### config.mk
export PLATFORM = sky130hd
export DESIGN_NAME = regfile_burst_master
export DESIGN_NICKNAME = d
export VERILOG_FILES = /design/src/rtl/regfile_pkg.sv /design/src/rtl/rfm_rsp_fifo.sv /design/src/rtl/regfile_burst_master.sv
export SDC_FILE = /design/constraint.sdc
export NUM_CORES = 1
export LEC_CHECK = 0
export BUFFER_PORTS_ARGS = -buffer_cell sky130_fd_sc_hd__buf_4
export CAP_MARGIN = 20
export CORE_UTILIZATION = 40
export DETAILED_ROUTE_END_ITERATION = 10
export SYNTH_ARGS = -nofsm -noshare
export SYNTH_HDL_FRONTEND = slang
export SYNTH_SLANG_ARGS = --single-unit
### constraint.sdc
create_clock -name clk -period 6 [get_ports clk]
set_input_delay 0.9 -clock clk [delete_from_list [all_inputs] [get_ports clk]]
set_output_delay 0.9 -clock clk [all_outputs]
set_load 0.02 [all_outputs]
### src/rtl/regfile_pkg.sv
// Shared widths and types for the register-file burst master and its response FIFO.
package regfile_pkg;

  localparam int ADDR_W = 3;
  localparam int DATA_W = 8;
  localparam int LEN_W  = 3;

  typedef enum logic [1:0] {
    IDLE  = 2'd0,
    WRITE = 2'd1,
    READ  = 2'd2,
    DONE  = 2'd3
  } rfm_state_t;

  typedef struct packed {
    logic [DATA_W-1:0] data;
    logic              last;
  } rfm_rsp_t;

endpackage

### src/rtl/rfm_rsp_fifo.sv
// Synchronous FIFO of read responses; a push on a full FIFO is accepted only
// together with a pop.
module rfm_rsp_fifo
  import regfile_pkg::*;
#(
  parameter  int DEPTH = 4,
  localparam int PTR_W = (DEPTH > 1) ? $clog2(DEPTH) : 1,
  localparam int CNT_W = $clog2(DEPTH + 1)
) (
  input  logic             clk,
  input  logic             reset,
  input  logic             push,
  input  rfm_rsp_t         push_data,
  input  logic             pop,
  output rfm_rsp_t         head,
  output logic             empty,
  output logic [CNT_W-1:0] count
);

  rfm_rsp_t         mem_r [DEPTH];
  logic [PTR_W-1:0] wr_ptr_r;
  logic [PTR_W-1:0] rd_ptr_r;
  logic [CNT_W-1:0] cnt_r;
  logic             do_push_s;
  logic             do_pop_s;

  function automatic logic [PTR_W-1:0] ptr_inc(input logic [PTR_W-1:0] p);
    return (p == PTR_W'(DEPTH - 1)) ? {PTR_W{1'b0}} : p + PTR_W'(1);
  endfunction

  // Qualify push/pop against occupancy.
  always_comb begin
    do_pop_s  = pop && (cnt_r != {CNT_W{1'b0}});
    do_push_s = push && ((cnt_r != CNT_W'(DEPTH)) || do_pop_s);
  end

  // Entry storage; contents are don't-care until written.
  always_ff @(posedge clk) begin
    if (do_push_s) begin
      mem_r[wr_ptr_r] <= push_data;
    end
  end

  // Pointers and occupancy.
  always_ff @(posedge clk) begin
    if (reset) begin
      wr_ptr_r <= {PTR_W{1'b0}};
      rd_ptr_r <= {PTR_W{1'b0}};
      cnt_r    <= {CNT_W{1'b0}};
    end else begin
      if (do_push_s) wr_ptr_r <= ptr_inc(wr_ptr_r);
      if (do_pop_s)  rd_ptr_r <= ptr_inc(rd_ptr_r);
      case ({do_push_s, do_pop_s})
        2'b10:   cnt_r <= cnt_r + CNT_W'(1);
        2'b01:   cnt_r <= cnt_r - CNT_W'(1);
        default: cnt_r <= cnt_r;
      endcase
    end
  end

  assign head  = mem_r[rd_ptr_r];
  assign empty = (cnt_r == {CNT_W{1'b0}});
  assign count = cnt_r;

endmodule

### src/rtl/regfile_burst_master.sv
// Burst command sequencer driving a single-beat register-file port; read data
// returns through a credit-limited response FIFO.
module regfile_burst_master
  import regfile_pkg::*;
#(
  parameter int RSP_DEPTH = 4
) (
  input  logic              clk,
  input  logic              reset,
  input  logic              cmd_valid,
  output logic              cmd_ready,
  input  logic              cmd_write,
  input  logic [ADDR_W-1:0] cmd_addr,
  input  logic [LEN_W-1:0]  cmd_len,
  input  logic              wdata_valid,
  output logic              wdata_ready,
  input  logic [DATA_W-1:0] wdata,
  output logic              rdata_valid,
  input  logic              rdata_ready,
  output logic [DATA_W-1:0] rdata,
  output logic              rdata_last,
  output logic              rf_wr,
  output logic              rf_rd,
  output logic [ADDR_W-1:0] rf_addr,
  output logic [DATA_W-1:0] rf_din,
  input  logic [DATA_W-1:0] rf_dout,
  input  logic              rf_error,
  output logic              busy,
  output logic              done,
  output logic              done_err
);

  localparam int CNT_W = $clog2(RSP_DEPTH + 1);

  rfm_state_t        state_r;
  logic [ADDR_W-1:0] addr_r;
  logic [LEN_W-1:0]  len_r;
  logic [LEN_W:0]    beat_r;
  logic              beats_open_r;
  logic              rd_last_r;
  logic              pend_r;
  logic              pend_last_r;
  logic              err_r;
  logic              rf_wr_r;
  logic              rf_rd_r;
  logic [ADDR_W-1:0] rf_addr_r;
  logic [DATA_W-1:0] rf_din_r;
  logic              done_r;
  logic              done_err_r;

  rfm_rsp_t          push_data_s;
  rfm_rsp_t          head_s;
  logic              fifo_empty_s;
  logic [CNT_W-1:0]  fifo_cnt_s;
  logic [CNT_W:0]    used_s;
  logic              push_s;
  logic              pop_s;
  logic              last_beat_s;
  logic              wr_beat_s;
  logic              rd_issue_s;

  // Credits count FIFO entries plus the issue and response stages of the read pipe.
  always_comb begin
    used_s       = {1'b0, fifo_cnt_s} + {{CNT_W{1'b0}}, rf_rd_r} + {{CNT_W{1'b0}}, pend_r};
    last_beat_s  = (beat_r == {1'b0, len_r});
    wr_beat_s    = (state_r == WRITE) && beats_open_r && wdata_valid;
    rd_issue_s   = (state_r == READ) && beats_open_r && (used_s < (CNT_W + 1)'(RSP_DEPTH));
    push_s       = pend_r;
    pop_s        = rdata_ready && !fifo_empty_s;
    push_data_s.data = rf_error ? {DATA_W{1'b0}} : rf_dout;
    push_data_s.last = pend_last_r;
  end

  // Burst FSM, address/beat tracking and all registered port outputs.
  always_ff @(posedge clk) begin
    if (reset) begin
      state_r      <= IDLE;
      addr_r       <= {ADDR_W{1'b0}};
      len_r        <= {LEN_W{1'b0}};
      beat_r       <= {(LEN_W + 1){1'b0}};
      beats_open_r <= 1'b0;
      rd_last_r    <= 1'b0;
      pend_r       <= 1'b0;
      pend_last_r  <= 1'b0;
      err_r        <= 1'b0;
      rf_wr_r      <= 1'b0;
      rf_rd_r      <= 1'b0;
      rf_addr_r    <= {ADDR_W{1'b0}};
      rf_din_r     <= {DATA_W{1'b0}};
      done_r       <= 1'b0;
      done_err_r   <= 1'b0;
    end else begin
      rf_wr_r     <= 1'b0;
      rf_rd_r     <= 1'b0;
      done_r      <= 1'b0;
      done_err_r  <= 1'b0;
      pend_r      <= rf_rd_r;
      pend_last_r <= rf_rd_r && rd_last_r;
      if (push_s && rf_error) err_r <= 1'b1;
      case (state_r)
        IDLE: begin
          if (cmd_valid && cmd_ready) begin
            state_r      <= cmd_write ? WRITE : READ;
            addr_r       <= cmd_addr;
            len_r        <= cmd_len;
            beat_r       <= {(LEN_W + 1){1'b0}};
            beats_open_r <= 1'b1;
            err_r        <= 1'b0;
          end
        end
        WRITE: begin
          if (wr_beat_s) begin
            rf_wr_r   <= 1'b1;
            rf_addr_r <= addr_r;
            rf_din_r  <= wdata;
            addr_r    <= addr_r + ADDR_W'(1);
            beat_r    <= beat_r + (LEN_W + 1)'(1);
            if (last_beat_s) beats_open_r <= 1'b0;
          end else if (!beats_open_r) begin
            // Final rf_wr cycle has just ended.
            state_r    <= DONE;
            done_r     <= 1'b1;
            done_err_r <= err_r;
          end
        end
        READ: begin
          if (rd_issue_s) begin
            rf_rd_r   <= 1'b1;
            rf_addr_r <= addr_r;
            rd_last_r <= last_beat_s;
            addr_r    <= addr_r + ADDR_W'(1);
            beat_r    <= beat_r + (LEN_W + 1)'(1);
            if (last_beat_s) beats_open_r <= 1'b0;
          end
          if (push_s && pend_last_r) begin
            state_r    <= DONE;
            done_r     <= 1'b1;
            done_err_r <= err_r || rf_error;
          end
        end
        DONE:    state_r <= IDLE;
        default: state_r <= IDLE;
      endcase
    end
  end

  rfm_rsp_fifo #(.DEPTH(RSP_DEPTH)) u_rsp_fifo (
    .clk       (clk),
    .reset     (reset),
    .push      (push_s),
    .push_data (push_data_s),
    .pop       (pop_s),
    .head      (head_s),
    .empty     (fifo_empty_s),
    .count     (fifo_cnt_s)
  );

  assign cmd_ready   = (state_r == IDLE) && fifo_empty_s && !rf_rd_r && !pend_r;
  assign wdata_ready = (state_r == WRITE) && beats_open_r;
  assign rdata_valid = !fifo_empty_s;
  assign rdata       = fifo_empty_s ? {DATA_W{1'b0}} : head_s.data;
  assign rdata_last  = !fifo_empty_s && head_s.last;
  assign rf_wr       = rf_wr_r;
  assign rf_rd       = rf_rd_r;
  assign rf_addr     = rf_addr_r;
  assign rf_din      = rf_din_r;
  assign busy        = (state_r != IDLE) || !fifo_empty_s || rf_rd_r || pend_r;
  assign done        = done_r;
  assign done_err    = done_err_r;

endmodule
## After elaboration in Yosys (flattened, before gate mapping)

Memories as Yosys holds them, arrays and structs flattened. A register that Yosys moved wholly into a read port is not among the register bits.
Index checks and enable logic that the tools add are counted.

- Add/sub/neg operators: 8
- Order comparisons: 1
- Equal/unequal tests: 15
- Muxes and demuxes: 44
- Bitwise operators: 2
- Reduce and logical (&&, ||, !) cells: 38

Operators by type and width:

| cell | number |
|---|---|
| $mux W2 | 9 |
| $mux W1 | 17 |
| $mux W8 | 2 |
| $logic_and A1 B1 Y1 | 15 |
| $mux W3 | 5 |
| $mux W4 | 3 |
| $pmux W3 S2 | 2 |
| $pmux W4 S3 | 1 |
| $eq A2 B2 Y1 const B | 5 |
| $ne A2 B2 Y1 const B | 5 |
| $pmux W3 S3 | 1 |
| $pmux W2 S4 | 1 |
| $reduce_and A4 Y1 | 2 |
| $add A3 B1 Y3 const B | 2 |
| $reduce_and A2 Y1 | 3 |
| $reduce_bool A2 Y1 | 3 |
| $reduce_bool A3 Y1 | 2 |
| $logic_or A1 B1 Y1 | 5 |
| $add A2 B1 Y2 const B | 2 |
| $add A3 B1 Y4 | 1 |
| $add A4 B1 Y4 | 1 |
| $add A4 B1 Y4 const B | 1 |
| $eq A2 B1 Y1 const B | 2 |
| $eq A4 B3 Y1 | 1 |
| 12 further kinds | 17 |

- Flip-flop bits (word level): 39
- Bits in writable memories: 36
- Word-level logic and storage cells: 127
- Memories kept: 1

Memory list:

| memory | words | width | rd ports | clocked after Yosys merged registers in | write ports | RTL line | RTL |
|---|---|---|---|---|---|---|---|
| u_rsp_fifo.mem_r | 4 | 9 | 1 | 1 | 1 | rfm_rsp_fifo.sv:20 | `rfm_rsp_t mem_r [DEPTH];` |

## Longest topological paths before layout

- Depth after elaboration: 8
- Mapped depth: 8

## Modules after synthesis

From an unflattened synthesis, not the netlist that was laid out.

- Cells, all modules: 305
- Area, all modules: 3507.1 µm²

By module, submodules not included:

| module | times used | cells each | area an instance (µm²) |
|---|---|---|---|
| rfm_rsp_fifo | 1 | 112 | 1883.1 |
| regfile_burst_master | 1 | 193 | 1624.1 |

## Worst setup path after synthesis

OpenSTA, ideal clock, no wires.

- Path kind: input to register
- Start point: in rdata_ready
- End point: reg u_rsp_fifo.cnt_r[2], in the netlist u_rsp_fifo.count[2]
- Arrival: 2.269 ns
- Required time: 5.877 ns
- Setup slack: 3.608 ns
- Cell stages on the path: 6
- Cells stage by stage: o31ai_2 > or2_2 > clkbuf_1 > fa_1 > o22ai_1 > mux2_1

- Longest elaborated chain between the ends: 6
- Elaborated cells between the ends (all ways): 8
- Classes of those cells: 2 x eq/ne; 1 x mux; 5 x reduce/logical

RTL lines:

| item | RTL line | RTL |
|---|---|---|
| from (decl) | regfile_burst_master.sv:19 | `input logic rdata_ready,` |
| $logic_and A1 B1 Y1 * | regfile_burst_master.sv:69 | `pop_s = rdata_ready && !fifo_empty_s;` |
| $logic_and A1 B1 Y1 * | rfm_rsp_fifo.sv:33 | `do_pop_s = pop && (cnt_r != {CNT_W{1'b0}});` |
| $logic_or A1 B1 Y1 | rfm_rsp_fifo.sv:34 | `do_push_s = push && ((cnt_r != CNT_W'(DEPTH)) \|\| do_pop_s);` |
| $logic_and A1 B1 Y1 | rfm_rsp_fifo.sv:34 |  |
| $eq A2 B1 Y1 / $eq A2 B2 Y1 (equally long branches) | rfm_rsp_fifo.sv:53 | `case ({do_push_s, do_pop_s})` |
| $pmux W3 S2 / $reduce_bool A2 Y1 (equally long branches) | - |  |
| to (signal assigned) | rfm_rsp_fifo.sv:54 | `2'b10: cnt_r <= cnt_r + CNT_W'(1);` |
| to (signal assigned) | rfm_rsp_fifo.sv:55 | `2'b01: cnt_r <= cnt_r - CNT_W'(1);` |
| to (signal assigned) | rfm_rsp_fifo.sv:56 | `default: cnt_r <= cnt_r;` |
| to (decl) | rfm_rsp_fifo.sv:23 | `logic [CNT_W-1:0] cnt_r;` |

Every way passes the cells marked *; elsewhere a longest branch is shown, timed or not.
A chain may end at the register's enable or synchronous reset.

==> results.toml <==
[timing]
min_period_ps = 2890
layout_setup_ws_ps = 3110
drv_slew = 0
hold_viol = 0
setup_viol = 0
rsz0062_at_grt = "false"
fmax_mhz = 346
tns_ps = 0
tightestPinTransition_ps = 1010
finalCritPeriodShare_pct = 48.1
hold_slack_ps = 457
skew_ps = 7.83
relSlewSlack_pct = 31.7

[power_and_ir_drop]
max-vdd-ir-drop_uv = 172
p_per_area_mw_per_mm2 = 428
leakagePower_nw = 1.60

[route]
drt_wl_total_um = 7320
ant_nets = 0
viasPerCell = 5.30
dr.pass1.iters = 4
wl_per_cell_um = 15.8
num_vias = 2458
drt-initial-drc-count = 114
drcViolationCount = 0

[synth]
syn_nets = 346
synth_area_mm2 = 0.00346
synth_edf_count = 36
synth_cells = 303
async_flop_share_pct = 0
synth_adder_area_share_pct = 5.28
synth-simple-area-share_pct = 15.9
yosysTopAreaCell = "edfxtp_1"
synth-compound-area-share_pct = 11.3
synth_warnings = 0
synth.most_common_cell = "dfxtp_1"
synth_xor_area_share_pct = 0.759
seq_area_frac_synth_pct = 55.0
synthFlopType = "dfxtp_1"
post_synth.cell_area_avg_um2 = 11.4
synth_top_area_share_pct = 31.2
synthMuxAreaShare_pct = 8.03
ys_top_cells_by_count = "dfxtp_1 (41), edfxtp_1 (36), a21oi_1 (27), nand2_1 (27), nor2b_1 (18)"
ys_ff_latch = 77
synthTopCellsByArea = "edfxtp_1 (31%), dfxtp_1 (24%), mux4_2 (5.9%), ha_1 (4.7%), a21oi_1 (3.9%)"
synth_top_family_by_area = "simple AND/OR/NAND/NOR gates"
ys_types = 59

[cells_and_area]
fillers = 771
n_antenna_cell = 0
final_layout_size_suffix_gt1_share_pct = 25.1
finish.utilization_pct = 49.9
syn_to_final_growth_pct = 19.6
final_nets = 397

[critical_path]
crit_type = "reg -> out"
cp_top_family = "flip-flops"
worstPathMaxFanout = 9
worstPathBufferInverterCount = 1
slowest_delay_ps = 730
cp.arrival_ps = 1990
endpoint_kind = "output pin"
crit_required_ps = 5100
cp_slowest_cell = "dfxtp_1"
path_cells = "mux4_2 > and2b_1 > buf_4"
start_kind = "flip-flop"

[floorplanning]
coreArea_mm2 = 0.00830
initial_core_util_pct = 41.7
die_width_um = 95
rows = 33
die_h_um = 95
dieArea_mm2 = 0.00903
io_pins = 57

[grt]
track_usage_pct = 17.7
grt_pass1_wl_um = 11700
antenna_found_initial = 0
grt_max_degree = 38
grt_pass1_vias = 2349
grt.overflow.total = 0

[min_path]
hold_class = "reg -> reg"

[placement]
place_congestion = 0.796
port_buffers = 56
dpl.hpwl_um = 5120
post-place-ws_ps = 3110

[clock_tree]
clockBufferDepth = 2
cts.sinks = 77
postCtsSetupBuffers = 0
ctsResizeCount = 0
h-tree-depth = 3
clock-root-buffer = "clkbuf_8"
hold_buffers = 0
numCtsBuffers = 9
cts.clk_slew.worst_paths_ps = 80
clk_latency_ps = 350
tritoncts = "built"

[run_status]
outcome = "complete, no violations"

[job]
maxCapViolations = 0
==> registers in the layout (all words and copies together), names as in the netlist, named ones only <==
| name | count |
|---|---|
| err_r | 1 |
| u_rsp_fifo.count | 3 |
| beat_r | 4 |
| state_r | 2 |
| pend_last_r | 1 |
| done | 1 |
| rf_addr | 3 |
| u_rsp_fifo.mem_r | 36 |
| done_err | 1 |
| rf_din | 8 |
| rf_wr | 1 |
| pend_r | 1 |
| addr_r | 3 |
| len_r | 3 |
| rf_rd | 1 |
| rd_last_r | 1 |
| u_rsp_fifo.rd_ptr_r | 2 |
| beats_open_r | 1 |
| u_rsp_fifo.wr_ptr_r | 2 |
==> final cells by class <==
type	count	area [um^2]	share of cell area (%)
clock inverter	6	63.8	1.54
clock buffer	10	128	3.08
tap	105	131	3.17
inverter	15	56.3	1.36
sequential	77	1900	45.9
multi-input combinational	194	1430	34.6
timing repair buffer	57	428	10.3
==> placed cells by master (no fill, tap or decap), types with 3 or more instances in the layout <==
| cell type | n |
|---|---|
| buf_4 | 57 |
| dfxtp_1 | 41 |
| edfxtp_1 | 36 |
| nand2_1 | 27 |
| a21oi_1 | 27 |
| nor2b_1 | 18 |
| nor2_1 | 16 |
| inv_1 | 14 |
| ha_1 | 13 |
| mux4_2 | 9 |
| clkbuf_8 | 9 |
| and3_1 | 7 |
| nor3_1 | 7 |
| nand3_1 | 6 |
| and2_1 | 3 |
| or4_1 | 3 |
| mux2_2 | 3 |
| mux2i_1 | 3 |
| clkinv_1 | 3 |
| a2111oi_0 | 3 |
| xor2_1 | 3 |
| clkinv_4 | 3 |
==> metal layers <==
layer  vias up  routed length (um)  GRT usage (%)
met5         -                   0              0
met4         0                 160           9.34
met3        12                 300           3.54
met2        58                3340           25.8
met1      1179                3520           24.8
li1       1209                   -              -
==> final timing paths <==
kind,startpoint,end,slack (ps),cells after the start
worst max register to register,state_r[0],beat_r[1],3430,6
worst min-delay path,rd_last_r,pend_last_r,460,1
worst max-delay path,flip-flop,rdata_last,3110,3
worst min register to register,rd_last_r,pend_last_r,460,1
==> worst reg2reg max path: stages (launching register included) <==
cell,delay [ps]
dfxtp_1,350
inv_1,110
ha_1,220
nor4bb_1,810
a21boi_2,300
or4_1,570
a21oi_1,140
==> power by group <==
group | total (mW) | switching, mW | internal, mW
combinational | 0.719 | 0.412 | 0.308
sequential | 0.668 | 0.0712 | 0.596
clock | 0.383 | 0.191 | 0.192
total | 1.77 | 0.674 | 1.10
==> cells by family after synthesis <==
group,count (synthesis)
flops,77
buf+inv,32
compound gates,57
mux,16
simple gates,104
xor+xnor,3
fa+ha+maj,14
==> through the flow <==
step,power [mW],instance area (um^2),std cells
5_1_grt,1.88,4140,464
3_5_place_dp,1.40,3950,448
4_1_cts,1.78,4140,464
3_3_place_gp,1.39,3950,448
6_report,1.77,4140,464
2_1_floorplan,1.16,3460,303
Note: power is estimated with default switching activity, not from simulation.
